`config.mk`:
```
export PLATFORM = sky130hd
export DESIGN_NAME = alu_seq
export DESIGN_NICKNAME = d
export VERILOG_FILES = /design/src/rtl/alu_seq.sv
export SDC_FILE = /design/constraint.sdc
export NUM_CORES = 1
export LEC_CHECK = 0
export CAP_MARGIN = 30
export CORE_ASPECT_RATIO = 0.8
export CORE_UTILIZATION = 30
export CTS_CLUSTER_SIZE = 14
export DETAILED_ROUTE_END_ITERATION = 6
export GPL_TIMING_DRIVEN = 0
export MAX_ROUTING_LAYER = met4
export RECOVER_POWER = 25
export SYNTH_ARGS = -nofsm -noshare
export SYNTH_HDL_FRONTEND = slang
export SYNTH_SLANG_ARGS = --single-unit
export TNS_END_PERCENT = 20
```
`constraint.sdc`:
```
create_clock -name clk -period 2.62 [get_ports clk]
set_input_delay 0.524 -clock clk [delete_from_list [all_inputs] [get_ports clk]]
set_output_delay 0.524 -clock clk [all_outputs]
set_load 0.01 [all_outputs]
```
`src/rtl/alu_seq.sv`:
```
// Handshaked, parametrised ALU: eight single-cycle operations plus iterative
// one-bit-per-cycle shifts; results are registered and held until consumed.
module alu_seq #(
    parameter int WIDTH = 32
) (
    input  logic             clk,
    input  logic             reset_n,
    input  logic             in_valid,
    output logic             in_ready,
    input  logic [WIDTH-1:0] operandA,
    input  logic [WIDTH-1:0] operandB,
    input  logic [3:0]       command,
    output logic             out_valid,
    input  logic             out_ready,
    output logic [WIDTH-1:0] result,
    output logic             carryout,
    output logic             overflow,
    output logic             zero
);
    localparam int SHW = $clog2(WIDTH);

    // state | meaning
    // IDLE  | waiting for an operation, in_ready high
    // SHIFT | shifting result register one bit per cycle
    // DONE  | result valid, held until out_ready
    typedef enum logic [1:0] {IDLE, SHIFT, DONE} state_t;

    state_t           state, state_nxt;
    logic [WIDTH-1:0] result_q;
    logic             carry_q, ovf_q;
    logic [SHW-1:0]   cnt;
    logic [1:0]       shop;

    logic             is_shift, start_shift, accept, sub_sel, slt;
    logic [SHW-1:0]   amt;
    logic [WIDTH-1:0] b_x, alu_res, shift_nxt;
    logic [WIDTH:0]   sum;
    logic             alu_c, alu_v;

    assign is_shift    = command[3] && (command[2:0] < 3'd3);
    assign amt         = operandB[SHW-1:0];
    assign start_shift = is_shift && (amt != '0);
    assign accept      = in_valid && (state == IDLE);
    assign sub_sel     = (command == 4'b0001);
    assign slt         = $signed(operandA) < $signed(operandB);

    always_comb begin
        b_x     = sub_sel ? ~operandB : operandB;
        sum     = {1'b0, operandA} + {1'b0, b_x} + {{WIDTH{1'b0}}, sub_sel};
        alu_res = '0;
        alu_c   = 1'b0;
        alu_v   = 1'b0;
        case (command)
            4'b0000, 4'b0001: begin
                alu_res = sum[WIDTH-1:0];
                alu_c   = sum[WIDTH];
                alu_v   = (operandA[WIDTH-1] == b_x[WIDTH-1]) &&
                          (sum[WIDTH-1] != operandA[WIDTH-1]);
            end
            4'b0010: alu_res = operandA ^ operandB;
            4'b0011: alu_res = {{(WIDTH-1){1'b0}}, slt};
            4'b0100: alu_res = operandA & operandB;
            4'b0101: alu_res = ~(operandA & operandB);
            4'b0110: alu_res = ~(operandA | operandB);
            4'b0111: alu_res = operandA | operandB;
            // only reached as a single-cycle op when the shift amount is zero
            4'b1000, 4'b1001, 4'b1010: alu_res = operandA;
            default: alu_res = '0;
        endcase
    end

    // SRA replicates the current MSB, which is always the original sign bit
    always_comb begin
        case (shop)
            2'b00:   shift_nxt = {result_q[WIDTH-2:0], 1'b0};
            2'b01:   shift_nxt = {1'b0, result_q[WIDTH-1:1]};
            default: shift_nxt = {result_q[WIDTH-1], result_q[WIDTH-1:1]};
        endcase
    end

    always_ff @(posedge clk or negedge reset_n) begin
        if (!reset_n) state <= IDLE;
        else          state <= state_nxt;
    end

    always_comb begin
        state_nxt = state;
        case (state)
            IDLE:    if (in_valid) state_nxt = start_shift ? SHIFT : DONE;
            SHIFT:   if (cnt == SHW'(1)) state_nxt = DONE;
            DONE:    if (out_ready) state_nxt = IDLE;
            default: state_nxt = IDLE;
        endcase
    end

    always_ff @(posedge clk or negedge reset_n) begin
        if (!reset_n) begin
            result_q <= '0;
            carry_q  <= 1'b0;
            ovf_q    <= 1'b0;
            cnt      <= '0;
            shop     <= 2'b00;
        end else if (accept) begin
            if (start_shift) begin
                result_q <= operandA;
                carry_q  <= 1'b0;
                ovf_q    <= 1'b0;
                cnt      <= amt;
                shop     <= command[1:0];
            end else begin
                result_q <= alu_res;
                carry_q  <= alu_c;
                ovf_q    <= alu_v;
            end
        end else if (state == SHIFT) begin
            result_q <= shift_nxt;
            cnt      <= cnt - SHW'(1);
        end
    end

    assign in_ready  = (state == IDLE);
    assign out_valid = (state == DONE);
    assign result    = result_q;
    assign carryout  = carry_q;
    assign overflow  = ovf_q;
    assign zero      = ~|result_q;
endmodule
```
Yosys cells after proc, flatten, opt, wreduce, memory -nomap -nowiden
Index checks and enable logic that the tools add are counted.
{"block": "op_classes", "addsub": 3, "n_mux": 18, "eq_ne": 20, "magnitude_cmp": 2, "bitwise": 6, "reduce_logical": 18}
{"cell": "$pmux 32 s8", "count": 1}
{"cell": "$mux 32", "count": 4}
{"cell": "$not 32->32", "count": 3}
{"cell": "$pmux 32 s2", "count": 1}
{"cell": "$add 32x32->33", "count": 1}
{"cell": "$add 33x1->33", "count": 1}
{"cell": "$and 32x32->32", "count": 1}
{"cell": "$lt 32x32->1", "count": 1}
{"cell": "$or 32x32->32", "count": 1}
{"cell": "$reduce_or 32->1", "count": 1}
{"cell": "$xor 32x32->32", "count": 1}
{"cell": "$eq 4x3->1 const B", "count": 4}
{"cell": "$mux 5", "count": 3}
{"cell": "$eq 4x4->1 const B", "count": 3}
{"cell": "$eq 4x2->1 const B", "count": 2}
{"cell": "$mux 2", "count": 4}
{"cell": "$ne 2x2->1 const B", "count": 3}
{"cell": "$pmux 2 s3", "count": 1}
{"cell": "$reduce_and 2->1", "count": 3}
{"cell": "$eq 5x1->1 const B", "count": 1}
{"cell": "$reduce_bool 5->1", "count": 1}
{"cell": "$sub 5x1->5 const B", "count": 1}
{"cell": "$eq 2x1->1 const B", "count": 2}
{"cell": "$eq 4x1->1 const B", "count": 1}
{"cell": "15 further kinds", "count": 22}
{"block": "totals", "in_bits": 72, "ff_bits": 43, "word_cells": 74}

Logic depth before layout (Yosys ltp)
Gate-level depths: netlist of run 1.
{"block": "depth", "word_depth": 8, "ltp_mapped": 15}

Worst setup path after synthesis of run 1
No wires, ideal clock.
{"block": "synth_timing", "path_type": "input to register", "start": "input port command[1]", "end": "register result_q[29], in the netlist result[29]", "arrival_time_ps": 3517, "setup_time_ps": 136, "required_ps": 2484, "path_stages": 13, "path_slack_ps": -1034, "path_cell_list": "buf_6 nor4b_2 buf_4 clkbuf_1 xnor2_1 ha_1 nand3_1 or4b_4 a21oi_4 o21ai_2 a211oi_4 mux2i_1 nand3_1"}
{"block": "synth_between", "elab_chain_len": 7, "word_cells_on_any_way": 22, "classes_between": "2 x add/sub; 1 x order compare; 10 x eq/ne; 4 x mux; 5 x reduce/logical"}
{"element": "start, declared", "line": "12", "rtl": "input logic [3:0] command,"}
{"element": "$eq 4x1->1", "line": "44, 53"}
{"element": "$mux 32", "line": "48", "rtl": "b_x = sub_sel ? ~operandB : operandB;"}
{"element": "$add 32x32->33", "line": "49", "rtl": "sum = {1'b0, operandA} + {1'b0, b_x} + {{WIDTH{1'b0}}, sub_sel};"}
{"element": "$add 33x1->33", "line": "49"}
{"element": "$pmux 32 s8", "line": "53", "rtl": "case (command)"}
{"element": "$mux 32 *", "line": "104", "rtl": "if (start_shift) begin"}
{"element": "$mux 32 *", "line": "103", "rtl": "end else if (accept) begin"}
{"element": "end signal, assigned", "line": "105", "rtl": "result_q <= operandA;"}
{"element": "end signal, assigned", "line": "111", "rtl": "result_q <= alu_res;"}
{"element": "end signal, assigned", "line": "116", "rtl": "result_q <= shift_nxt;"}
{"element": "end, declared", "line": "29", "rtl": "logic [WIDTH-1:0] result_q;"}
Every way passes the cells marked *; elsewhere a longest branch is shown, timed or not.
A chain may end at the register's enable or synchronous reset.

Final worst setup path of run 1
{"block": "layout_timing", "start": "input port command[1]", "end": "register result_q[25], in the netlist result[25]"}
The elaborated chain is that of the path after synthesis.

==> reports/results.tsv, run 1 <==
metric	value	unit
finalSetupViolCount	34	
grt_pass1_wl	45300	µm
viasPerCell	5.66	
synth_top_area_share	22.4	%
ys_types	65	
syn_area_per_cell	8.20	µm²
status	finished, violations left	
wl_per_cell	21.5	µm
antennaDiodeCount	0	
ant_nets	0	
grt_max_degree	27	
hp-class	in2async	
fin_skew	0.0143	ns
period_needed	3.24	ns
grt_remaining_overflow	0	
ys_async_sr_fraction	100	%
yosysTopAreaCell	ha_1	
firstDrtPassIters	7	
relSlewSlack	28.9	%
required	2.80	ns
crit_type	in2reg	
violations	DRC, setup timing	
cts_max_level	2	
vias	7985	
start_util	31.0	%
clk-insertion-delay-late	0.30	ns
grt_pass1_vias	7533	
clock-root-buffer	clkbuf_16	
dpl_worst_slack	-1.72	ns
nNetsFinal	1301	
rsz0062_at_grt	yes	
synth-seq-area-share	14.1	%
antenna_found_initial	0	
drtIter0Drc	1138	
crit_arrival	3.42	ns
path_clk_slew	0.08	ns
core	24700	µm²
power	6.05	mW
synth.most_common_cell	ha_1	
max_cap_viol_count	0	
hold_buffers	0	
synthCells	934	
die_x	181	µm
worstMarginPinSlew	1.07	ns
clk_path_buf_depth	2	
fin_ws	-0.623	ns
dieHeight	145	µm
cp-end-kind	flip-flop	
cts.sinks	43	
cts-buffers-inserted	5	
synth_area_leaders	ha_1, dfrtp_1, xnor2_1	
synth_common_cells	ha_1, inv_1, o21ai_0	
power.leakage	4.50	nW
yosysWarnings	0	
finalSetupTns	-14.34	ns
drt-total-wl	30300	µm
p_per_area	594	nW/µm²
routabilityCongestion	0.974	
final_util	41.3	%
ys_seq_elements	43	
final_layout_size_suffix_gt1_share	15.5	%
die_area	26200	µm²
drcViolationCount	3	
hold_viol_final	0	
synth.net_count	1144	
portBuffers	106	
num_io_pins	109	
startpoint_type	primary input	
fmax	0.308	GHz
fp-row-count	51	
post-route-period-util	124	%
grtUsageTotal	23.4	%
slew_viol_final	0	
synth_area	7660	µm²
hpwl	23100	µm
area_delta_synth_final	33.2	%
cts_tree	yes	
synth_edf_count	0	
synth_flop_cell	dfrtp_1	
critPathMaxFanout	6	
ir_worst_vdd	0.408	mV
[cell families after synthesis]
family | count (synthesis) | synth area share, %
AOI/OAI and AO/OA | 285 | 25.8
muxes | 65 | 8.84
buffers and inverters | 140 | 7.06
adders and majority gates | 138 | 22.7
and+or+nand+nor | 173 | 11.3
DFF | 43 | 14.1
xor gates and xnor gates | 90 | 10.3
[layout by cell type (no fill, tap or decap), drive strengths merged, types with 36 or more instances in the layout]
cell type	n
a21oi	56
buf	57
clkbuf	46
clkdlybuf4s50	97
dfrtp	43
ha	137
inv	89
mux2i	44
nand2	45
nor2	41
o21ai	64
xnor2	54
xor2	36
[registers in the layout (all words and copies together), names as in the netlist]
| name | cells |
|---|---|
| shop | 2 |
| overflow | 1 |
| result | 32 |
| state | 2 |
| carryout | 1 |
| cnt | 5 |
[metal layers]
metal	up-vias	part of all wire, %	global-route usage [%]
met3	27	9.1	4.15
met2	392	43	35.3
met5	-	0	-
met4	0	1.3	4.00
met1	3809	47	32.8
li1	3757	-	-
[power by group]
part	total (mW)	switching, mW	internal [mW]
combinational	3.76	1.91	1.85
sequential	1.52	0.557	0.964
clock	0.768	0.313	0.455
total	6.05	2.78	3.27
[final cells by class]
cell class	instances	area, µm²
Timing Repair Buffer	152	1420
Tap cell	318	398
Multi-Input combinational cell	751	6490
Buffer	50	314
Sequential cell	43	1080
Clock inverter	3	46.3
Clock buffer	5	125
Inverter	88	330
Fill cell	2484	14500
[final timing paths]
check	startpoint	to	slack (ns)	cells after the start
worst min register to register	overflow$_DFFE_PN0P_	overflow$_DFFE_PN0P_	0.48	2
worst max register to register	shop[1]$_DFFE_PN0P_	result[29]$_DFFE_PN0P_	-0.08	7
min in group clk	overflow$_DFFE_PN0P_	overflow$_DFFE_PN0P_	0.48	2
worst max-delay path	command[1]	result[25]$_DFFE_PN0P_	-0.62	15
max in group asynchronous	reset_n	result[18]$_DFFE_PN0P_	0.90	2
worst min-delay path	reset_n	result[26]$_DFFE_PN0P_	0.40	1
[stage by stage]
step | std cells | hold WS, ns | area [µm²]
after floorplan | 934 | 0.228 | 7720
after global placement | 1358 | 0.481 | 9180
after detailed placement | 1361 | 0.480 | 9210
after CTS | 1391 | 0.193 | 9860
after global routing | 1410 | 0.471 | 10200
final | 1410 | 0.397 | 10200
[repair_timing]
item                                    4_1_cts  5_1_grt
endpoints found under the setup margin       44       42
resized for setup                            92       42
pin swaps                                    35       35
buffers inserted                             23       19
[worst max-delay path, cell delays in order]
cell and delay (ns):
buf_12 0.10, nor4b_4 0.27, buf_6 0.18, buf_6 0.11, xnor2_2 0.07, ha_1 0.31, and3b_2 0.20, a221oi_2 0.08
or4b_4 0.54, a21oi_4 0.21, o21ai_4 0.13, a211oi_4 0.28, buf_4 0.18, a21oi_1 0.05, nand3b_1 0.17
Note: power is estimated with default switching activity, not from simulation.
==> run 2, diff against run 1 <==
Settings changed: SLEW_MARGIN from default to 15.
==> run 2 against run 1 <==
Net effect: the run still ends with DRC, setup timing left; non-clock buffer count is 3 lower; final cell count is 0.21% lower; largest power group unchanged; setup slack worse by 0.0015 ns; fmax hardly changed; largest cell class unchanged.
==> reports/results.tsv, run 2 (synthesis results as in run 1) <==
metric	value	unit	change
relSlewSlack	27.8	%	was 28.9%
cts_tree	yes		unchanged
vias	8074		was 7,985
grt_max_degree	27		unchanged
n_fill_cell	2483		was 2,484
num_io_pins	109		unchanged
max_cap_viol_count	0		unchanged
antennaDiodeCount	0		unchanged
final_layout_size_suffix_gt1_share	15.0	%	was 15.5%
ir_worst_vdd	0.412	mV	was 0.408 mV
met3_length	2710	µm	was 2760 µm
routabilityCongestion	0.974		unchanged
cts_max_level	2		unchanged
post-route-period-util	124	%	about the same
hold_buffers	0		unchanged
clk-insertion-delay-late	0.31	ns	was 0.30 ns
rsz0062_at_grt	yes		unchanged
antenna_found_initial	0		unchanged
dpl.cell_count	1360		was 1,361
area_delta_synth_final	33.7	%	was 33.2%
firstDrtPassIters	7		unchanged
grtUsageTotal	23.6	%	was 23.4%
slew_viol_final	0		unchanged
worstMarginPinSlew	1.08	ns	was 1.07 ns
grt_remaining_overflow	0		unchanged
portBuffers	106		unchanged
period_needed	3.24	ns	about the same
die_x	181	µm	unchanged
cts-buffers-inserted	5		unchanged
clk_path_buf_depth	2		unchanged
power.leakage	4.48	nW	was 4.50 nW
final_util	41.4	%	was 41.3%
crit_type	in2reg		unchanged
drtIter0Drc	1290		was 1,138
critPathMaxFanout	7		was 6
fmax	0.308	GHz	about the same
die_area	26200	µm²	unchanged
clock-root-buffer	clkbuf_16		unchanged
wl_per_cell	21.8	µm	was 21.5 µm
largest_reg_flops	32		unchanged
required	2.76	ns	was 2.80 ns
ant_nets	0		unchanged
violations	DRC, setup timing		unchanged
start_util	31.0	%	unchanged
layout_commonest_cell	ha_1		unchanged
hold_viol_final	0		unchanged
status	finished, violations left		unchanged
viasPerCell	5.74		was 5.66
grt_pass1_vias	7537		was 7,533
grt_pass1_wl	45600	µm	was 45,300 µm
stdcell_count	1407		was 1,410
nNetsFinal	1298		was 1,301
wl_met2	13100	µm	was 13,000 µm
final_cell_mix	ha_1, clkdlybuf4s50_1, inv_1		unchanged
cts.sinks	43		unchanged
fin_area	10200	µm²	about the same
startpoint_type	primary input		unchanged
crit_arrival	3.38	ns	was 3.42 ns
drt-total-wl	30700	µm	was 30,300 µm
placed_area	9210	µm²	about the same
finalSetupViolCount	36		was 34
drcViolationCount	8		was 3
fin_ws	-0.624	ns	was -0.623 ns
cp-end-kind	flip-flop		unchanged
core	24700	µm²	unchanged
m1WireLength	14600	µm	was 14,200 µm
p_per_area	588	nW/µm²	was 594 nW/µm²
hp-class	in2async		unchanged
fp-row-count	51		unchanged
hpwl	23000	µm	was 23,100 µm
fin_skew	0.0143	ns	about the same
dieHeight	145	µm	unchanged
highest_layer	met4		unchanged
path_clk_slew	0.08	ns	about the same
[run 2: final timing paths]
path                                      start                      to  slack (ns)  cells past startpoint
min in group clk           overflow$_DFFE_PN0P_    overflow$_DFFE_PN0P_        0.48                      2
hold reg to reg            overflow$_DFFE_PN0P_    overflow$_DFFE_PN0P_        0.48                      2
max in group asynchronous               reset_n  result[24]$_DFFE_PN0P_        0.90                      2
setup / recovery                     command[3]  result[30]$_DFFE_PN0P_       -0.62                     15
setup reg to reg            shop[1]$_DFFE_PN0P_  result[29]$_DFFE_PN0P_       -0.40                      7
hold / removal                          reset_n  result[26]$_DFFE_PN0P_        0.40                      1
[run 2: report_power, final]
part / internal [mW] / leakage [nW] / switching (mW) / total [mW]
logic: 1.83 / 3.85 / 1.92 / 3.75
clock network: 0.455 / 0.0804 / 0.322 / 0.777
registers: 0.965 / 0.553 / 0.528 / 1.49
total: 3.25 / 4.48 / 2.77 / 6.02
[run 2: critical path: stages]
cell and delay, ns:
buf_8 0.10, nor4b_4 0.29, buf_6 0.19, clkbuf_16 0.16, mux2i_4 0.07, fa_2 0.38, nand3b_1 0.25, a211oi_4 0.36
o2111ai_2 0.17, nand2_2 0.17, a2bb2oi_4 0.11, buf_4 0.16, a21oi_1 0.15, xnor2_1 0.15, o21ai_0 0.11
[run 2: area by class of cell]
cell class / count / area (µm²) / share of cell area (%)
multi-input cells: 751 / 6530 / 63.8
inverters: 88 / 330 / 3.23
clock inverters: 3 / 46.3 / 0.452
repair buffers: 151 / 1430 / 14.0
flip-flops and latches: 43 / 1080 / 10.5
plain buffers: 48 / 302 / 2.95
clock buffers: 5 / 125 / 1.22
well taps: 318 / 398 / 3.89
[run 2: per-layer routing]
layer	global-route usage [%]	vias up
li1	-	3751
met1	33.9	3893
met2	35.5	405
met3	3.88	25
met4	2.83	0
met5	-	-
[run 2: repair_timing]
item	CTS	global route
resized for setup	86	40
endpoints found under the hold margin	0	0
setup endpoints to repair	44	41
buffers inserted	27	14
pin swaps	34	29
gates cloned	1	0
[run 2: stage by stage]
step / worst slack (ns) / hold slack (ns) / power, mW / setup TNS (ns)
6_report: -0.624 / 0.402 / 6.02 / -13.67
5_1_grt: -0.741 / 0.480 / 6.37 / -17.88
4_1_cts: -0.579 / 0.190 / 5.83 / -11.77
3_5_place_dp: -1.72 / 0.477 / 4.90 / -49.04
3_3_place_gp: -1.71 / 0.481 / 4.86 / -66.77
2_1_floorplan: -0.632 / 0.228 / 3.40 / -12.26
